File: config.mk
export PLATFORM = sky130hd
export DESIGN_NAME = in_service_ctrl
export DESIGN_NICKNAME = d
export VERILOG_FILES = /design/src/rtl/pic_pkg.sv /design/src/rtl/level_decoder.sv /design/src/rtl/in_service_ctrl.sv
export SDC_FILE = /design/constraint.sdc
export NUM_CORES = 1
export LEC_CHECK = 0
export ABC_AREA = 0
export ABC_CLOCK_PERIOD_IN_PS = 2100
export CAP_MARGIN = 40
export CORE_MARGIN = 8
export CORE_UTILIZATION = 47
export CTS_CLUSTER_DIAMETER = 30
export DETAILED_ROUTE_END_ITERATION = 12
export PLACE_DENSITY = 0.91
export SETUP_SLACK_MARGIN = 0.02
export SYNTH_ARGS = -nofsm -noshare
export SYNTH_HDL_FRONTEND = slang
export SYNTH_SLANG_ARGS = --single-unit
File: constraint.sdc
create_clock -name clk -period 2.1 [get_ports clk]
set_clock_uncertainty 0.1 [all_clocks]
set_input_delay 0.21 -clock clk [delete_from_list [all_inputs] [get_ports clk]]
set_output_delay 0.21 -clock clk [all_outputs]
set_load 0.05 [all_outputs]
File: src/rtl/pic_pkg.sv
`default_nettype none
// ============================================================================
// Module      : pic_pkg
// Description : Shared widths, constants and acknowledge-state encoding.
// Revision    : 1.0
// ============================================================================
package pic_pkg;

    localparam int LEVEL_W  = 3;
    localparam int N_LEVELS = 2 ** LEVEL_W;

    localparam logic [LEVEL_W-1:0] SPURIOUS_LEVEL = 3'd7;

    typedef enum logic [0:0] {
        IDLE = 1'b0,
        ACK1 = 1'b1
    } ack_state_t;

endpackage : pic_pkg
`default_nettype wire

File: src/rtl/level_decoder.sv
`default_nettype none
// ============================================================================
// Module      : level_decoder
// Description : Level index to one-hot decode; every input value is legal.
// Revision    : 1.0
// ============================================================================
module level_decoder #(
    parameter int W = 3
) (
    input  logic [W-1:0]      level,
    output logic [(2**W)-1:0] onehot
);

    always_comb begin
        onehot        = '0;
        onehot[level] = 1'b1;
    end

endmodule : level_decoder
`default_nettype wire

File: src/rtl/in_service_ctrl.sv
`default_nettype none
// ============================================================================
// Module      : in_service_ctrl
// Description : In-Service Register ownership and two-pulse INTA sequencing.
// Revision    : 1.0
// ============================================================================
module in_service_ctrl
    import pic_pkg::*;
(
    input  logic                clk,
    input  logic                reset,
    input  logic                inta_pulse,
    input  logic                int_pending,
    input  logic [LEVEL_W-1:0]  req_level,
    input  logic                aeoi,
    input  logic [4:0]          vec_base,
    input  logic                eoi_strobe,
    input  logic                eoi_specific,
    input  logic [LEVEL_W-1:0]  eoi_level,
    output logic [N_LEVELS-1:0] isr,
    output logic                isr_any,
    output logic [LEVEL_W-1:0]  isr_top_level,
    output logic                ack_busy,
    output logic [7:0]          vector,
    output logic                vector_valid
);

    ack_state_t          r_state, w_state_next;
    logic [LEVEL_W-1:0]  r_level, w_level_next;
    logic                r_spurious, w_spurious_next;
    logic [N_LEVELS-1:0] r_isr;
    logic [7:0]          r_vector;
    logic                r_vector_valid;

    logic [N_LEVELS-1:0] w_req_onehot, w_lat_onehot, w_eoi_onehot;
    logic [N_LEVELS-1:0] w_set_mask, w_clr_mask, w_lowest_onehot;
    logic [LEVEL_W-1:0]  w_lowest_idx;
    logic                w_load_vec;

    // IR0 has highest priority, so scan downward and let the lowest index win.
    function automatic logic [LEVEL_W-1:0] lowest_set(input logic [N_LEVELS-1:0] bits);
        logic [LEVEL_W-1:0] idx;
        idx = '0;
        for (int i = N_LEVELS - 1; i >= 0; i--) begin
            if (bits[i]) idx = LEVEL_W'(i);
        end
        return idx;
    endfunction

    level_decoder #(.W(LEVEL_W)) u_dec_ack  (.level(req_level), .onehot(w_req_onehot));
    level_decoder #(.W(LEVEL_W)) u_dec_aeoi (.level(r_level),   .onehot(w_lat_onehot));
    level_decoder #(.W(LEVEL_W)) u_dec_eoi  (.level(eoi_level), .onehot(w_eoi_onehot));

    assign w_lowest_idx    = lowest_set(r_isr);
    assign w_lowest_onehot = (|r_isr) ? (N_LEVELS'(1) << w_lowest_idx) : '0;

    always_comb begin
        w_state_next    = r_state;
        w_level_next    = r_level;
        w_spurious_next = r_spurious;
        w_set_mask      = '0;
        w_clr_mask      = '0;
        w_load_vec      = 1'b0;

        case (r_state)
            IDLE: begin
                if (inta_pulse) begin
                    w_state_next = ACK1;
                    if (int_pending) begin
                        w_level_next    = req_level;
                        w_spurious_next = 1'b0;
                        w_set_mask      = w_req_onehot;
                    end else begin
                        w_level_next    = SPURIOUS_LEVEL;
                        w_spurious_next = 1'b1;
                    end
                end
            end
            ACK1: begin
                if (inta_pulse) begin
                    w_state_next = IDLE;
                    w_load_vec   = 1'b1;
                    if (aeoi && !r_spurious) w_clr_mask = w_lat_onehot;
                end
            end
            default: w_state_next = IDLE;
        endcase

        if (eoi_strobe) begin
            w_clr_mask = w_clr_mask | (eoi_specific ? w_eoi_onehot : w_lowest_onehot);
        end
    end

    always_ff @(posedge clk) begin
        if (reset) begin
            r_state        <= IDLE;
            r_level        <= '0;
            r_spurious     <= 1'b0;
            r_isr          <= '0;
            r_vector       <= 8'h00;
            r_vector_valid <= 1'b0;
        end else begin
            r_state        <= w_state_next;
            r_level        <= w_level_next;
            r_spurious     <= w_spurious_next;
            // Set wins over clear on the same bit.
            r_isr          <= (r_isr & ~w_clr_mask) | w_set_mask;
            r_vector_valid <= w_load_vec;
            if (w_load_vec) r_vector <= {vec_base, r_level};
        end
    end

    assign isr           = r_isr;
    assign isr_any       = |r_isr;
    assign isr_top_level = w_lowest_idx;
    assign ack_busy      = (r_state == ACK1);
    assign vector        = r_vector;
    assign vector_valid  = r_vector_valid;

endmodule : in_service_ctrl
`default_nettype wire

Word-level counts from Yosys, hierarchy flattened. Cells that the tools add are included.

Logic and storage cells: 54. Output and inout bits: 22. Register bits after elaboration: 22.

Shifts and indexed selects: 1. Reductions and logical operators: 7. Bitwise gates (word level): 5. Order comparisons: 6. Muxes and demuxes: 29.

Operators by type and width (number): two-way mux 8 bit (9); two-way mux 3 bit (9); bitwise OR 8 bit (2); < comparator 3 x 4 -> 1 bit (second input constant) (3); demux 1 bit (select 3 bit) (3); >= comparator 3 x 1 -> 1 bit (second input constant) (3); AND 8 bit (1); inverter 8 bit (1); OR reduction 8 bit (1); << shifter 1 x 3 -> 8 bit (first input constant) (1); two-way mux 1 bit (7); logical AND 1 bit (4); one-hot mux 1 bit (2 select lines) (1); AND reduction 2 bit (1); zero test 1 bit (1); inverter 1 bit (1).

Logic depth before layout (Yosys ltp).
Depth after elaboration: 16. Mapped depth: 5.

Cells and area by module. A second synthesis with hierarchy kept.

Cells, all modules: 141. Area total of the unflattened synthesis: 1247.4 um^2.

By module, submodules not included: in_service_ctrl (area an instance 1052.3 um^2, cells each 117, seq. area each 440.4 um^2, times used 1); level_decoder (area an instance 65.1 um^2, cells each 8, seq. area each 0.0 um^2, times used 3).

Worst setup path before layout. Ideal clock, no wire load.

Path type: reg2out. Start: register r_isr[7], in the netlist isr[7]. End: output isr_top_level[1]. Required time: 1.790 ns. Path buffers: 0. Path slack: -0.259 ns. Stages on the path, launching flop included: 5. Arrival time: 2.049 ns. Path through: dfxtp_1 > nor2_1 > nor3_1 > nor3_1 > nor3_1.

Longest elaborated chain between the ends: 8.

Ends and longest elaborated chain: from (decl) (line in_service_ctrl.sv:31) `logic [N_LEVELS-1:0] r_isr;`; from (signal assigned) (line in_service_ctrl.sv:107) `r_isr <= (r_isr & ~w_clr_mask) | w_set_mask;`; two-way mux 3 bit (8 in a row) (line in_service_ctrl.sv:45) `if (bits[i]) idx = LEVEL_W'(i);`; to (decl) (line in_service_ctrl.sv:22) `output logic [LEVEL_W-1:0] isr_top_level,`.

Every way passes these cells.

Worst setup path after layout.
Start: register r_isr[1], in the netlist isr[1]. End: output isr_top_level[2].

Longest elaborated chain between the ends: 2.

Ends and longest elaborated chain (line): two-way mux 3 bit (2 in a row) (in_service_ctrl.sv:45).

Every way passes these cells.

==> metrics.cfg <==
[run_status]
status=complete, no violations

[die]
chipWidth_microns=65.97
num_rows=18
die_area_sq_um=4352
core_sq_um=2432
start_util_pct=48.25
die_h_microns=65.97
pin_count=40

[power_and_ir_drop]
switching_share_pct=31.00
p_sw_mw=0.2895
power.leakage_nw=0.5934
seqPwrFrac_pct=49.3
ir_worst_vdd_mv=0.4558
internal_power_mw=0.6445
comb_power_share_pct=26.3
pwr_density_cell_nw_per_um2=572.9
pwr-share-clk_pct=24.4

[run]
maxCapViolCount=0

[clocking]
cts_tree=yes
cts_sinks=22
clk-insertion-delay-late_ns=0.30
cts_setup_buffers=0
clockBufferDepth=2
cts_resized=0
cts.clk_slew.worst_paths_ns=0.12
cts_buffers=3
h-tree-depth=1
cts_hold_buf=0
cts-root-buf=clkbuf_4

[synthesis]
synth-edff-count=0
yosys.area.top_type=dfxtp_1
syn_nets=158
synth.most_common_cell=dfxtp_1
yosysUniqueCellTypes=40
ys_seq_area_share_pct=37.53
synth_area_leaders=dfxtp_1 38%, mux2i_1 6.8%, nor2_1 6.1%
dominantRegCellSynth=dfxtp_1
synth-seq-cells=22
synth.top_cells.by_count=22 x dfxtp_1, 19 x nor2_1, 10 x nor3_1
yosys_warnings=0
yosysTopAreaCellShare_pct=37.53
synth_area_sq_um=1174
async_reset_ff_share_pct=0
syn_avg_cell_area_sq_um=8.505
syn_inst=138

[drt]
vias=1240
drt-initial-drc-count=78
drcViolationCount=0
ant_nets=0
wire_per_inst_microns=16.26
routed_wl_microns=3365
first_pass_iters=4
post_drt_via_cell_ratio=5.990

[worst_setup_path]
critPathMaxFanout=7
cpMaxStageDelayCell=or3_4
required_ns=1.79
endpoint_kind=primary output
start_kind=flip-flop
cp.arrival_ns=1.68
cp_cell_sequence=or3_4, or2_0, nor2_2, buf_12
slowest_delay_ns=0.42
criticalPathCategory=reg -> out

[placement]
gp_congestion=0.8663
io_buffers=39
pre_cts_ws_ns=0.1935
hpwlAfterDp_microns=2603

[layout]
final_util_pct=67.03
fillerInstances=195
drive_gt1_share_pct=9.040
antennaDiodeCount=0
areaGrowthSynthToFinish_pct=38.91
nets=198

[global_routing]
grt_antenna_before_repair=0
grt.overflow.total=0
grt_pass1_wl_microns=5423
grtUsageTotal_pct=15.05
grt_pass1_vias=1234
grt_max_degree=23

[timing]
tns_ns=0
setup_viol=0
timing.final.hold_violations=0
rsz0062_at_grt=no
period_share_pct=94.74
fmax_mhz=502.6
slew_headroom_pct=65.67
worst_pin_slew_ns=0.5110
fin_ws_ns=0.1105
report.final.slew_viol_count=0
fin_crit_ns=1.990

[hold_path]
hp-class=reg -> reg

==> final timing paths <==
path              slack (ns)  cells after the start                endpoint                    from
setup reg to reg        0.53                      4       isr[6]$_SDFF_PP0_       isr[1]$_SDFF_PP0_
hold / removal          0.41                      2  vector[6]$_SDFFE_PP0P_  vector[6]$_SDFFE_PP0P_
setup / recovery        0.11                      4        isr_top_level[2]       isr[1]$_SDFF_PP0_
hold reg to reg         0.41                      2  vector[6]$_SDFFE_PP0P_  vector[6]$_SDFFE_PP0P_
==> per-layer routing <==
metal / GRT usage, % / vias up / routed length [microns]
met5: 0 / - / 0
met3: 4.746 / 6 / 331
met4: 5.067 / 0 / 38
met2: 26.67 / 66 / 1539
li1: - / 592 / -
met1: 16.50 / 576 / 1455
==> flip-flops by register name, indices dropped and copies added, names as in the netlist <==
| name | cells |
|---|---|
| ack_busy | 1 |
| isr | 8 |
| r_level | 3 |
| r_spurious | 1 |
| vector | 8 |
| vector_valid | 1 |
==> layout by cell type, fill, tap and decap left out, types with 3 or more instances in the layout <==
cell,n
nand2_1,8
nor4_1,4
mux2i_1,8
nor3_1,9
a21oi_1,3
nand4_1,4
o21ai_0,5
clkdlybuf4s50_1,34
nor2_1,18
inv_1,7
a311oi_1,3
buf_4,5
dfxtp_1,22
clkbuf_4,3
==> power by group through the flow <==
stage,registers (mW),clock network (mW),logic [mW]
2_1_floorplan,0.502,0,0.107
3_3_place_gp,0.468,0,0.239
3_5_place_dp,0.469,0,0.244
4_1_cts,0.460,0.231,0.246
5_1_grt,0.463,0.252,0.261
6_report,0.461,0.228,0.245
==> kinds of logic (layout without fill, tap and decap cells) <==
group	count (synthesis)	in the layout	share of synthesized area [%]
buf+inv	13	52	6.183
flops	22	22	37.53
simple gates	64	64	29.53
fa+ha+maj	2	2	2.132
compound gates	29	29	17.80
mux	8	8	6.823
==> worst max-delay path, delay by kind of cell, from the launching register on <==
kind	cells	cell delay, ns
DFF	1	0.41
buffers and inverters	1	0.15
and+or+nand+nor	3	0.82
==> per-stage QoR <==
stage | total power, mW | hold slack, ns | instance area (sq um) | std cells
CTS | 0.9369 | 0.4213 | 1630 | 207
finish | 0.9340 | 0.4125 | 1630 | 207
detailed placement | 0.7132 | 0.3862 | 1594 | 203
global placement | 0.7064 | 0.3763 | 1594 | 203
floorplan | 0.6090 | 0.2276 | 1185 | 138
global route | 0.9753 | 0.4441 | 1630 | 207
==> layout make-up <==
cell class	instances	area, sq um	share of cell area, %
multi-input cells	103	671.9	41.21
well taps	30	37.54	2.302
flip-flops and latches	22	440.4	27.01
inverters	7	26.28	1.612
clock buffers	4	36.28	2.226
repair buffers	41	417.9	25.63
(Power assumes the default switching activity.)
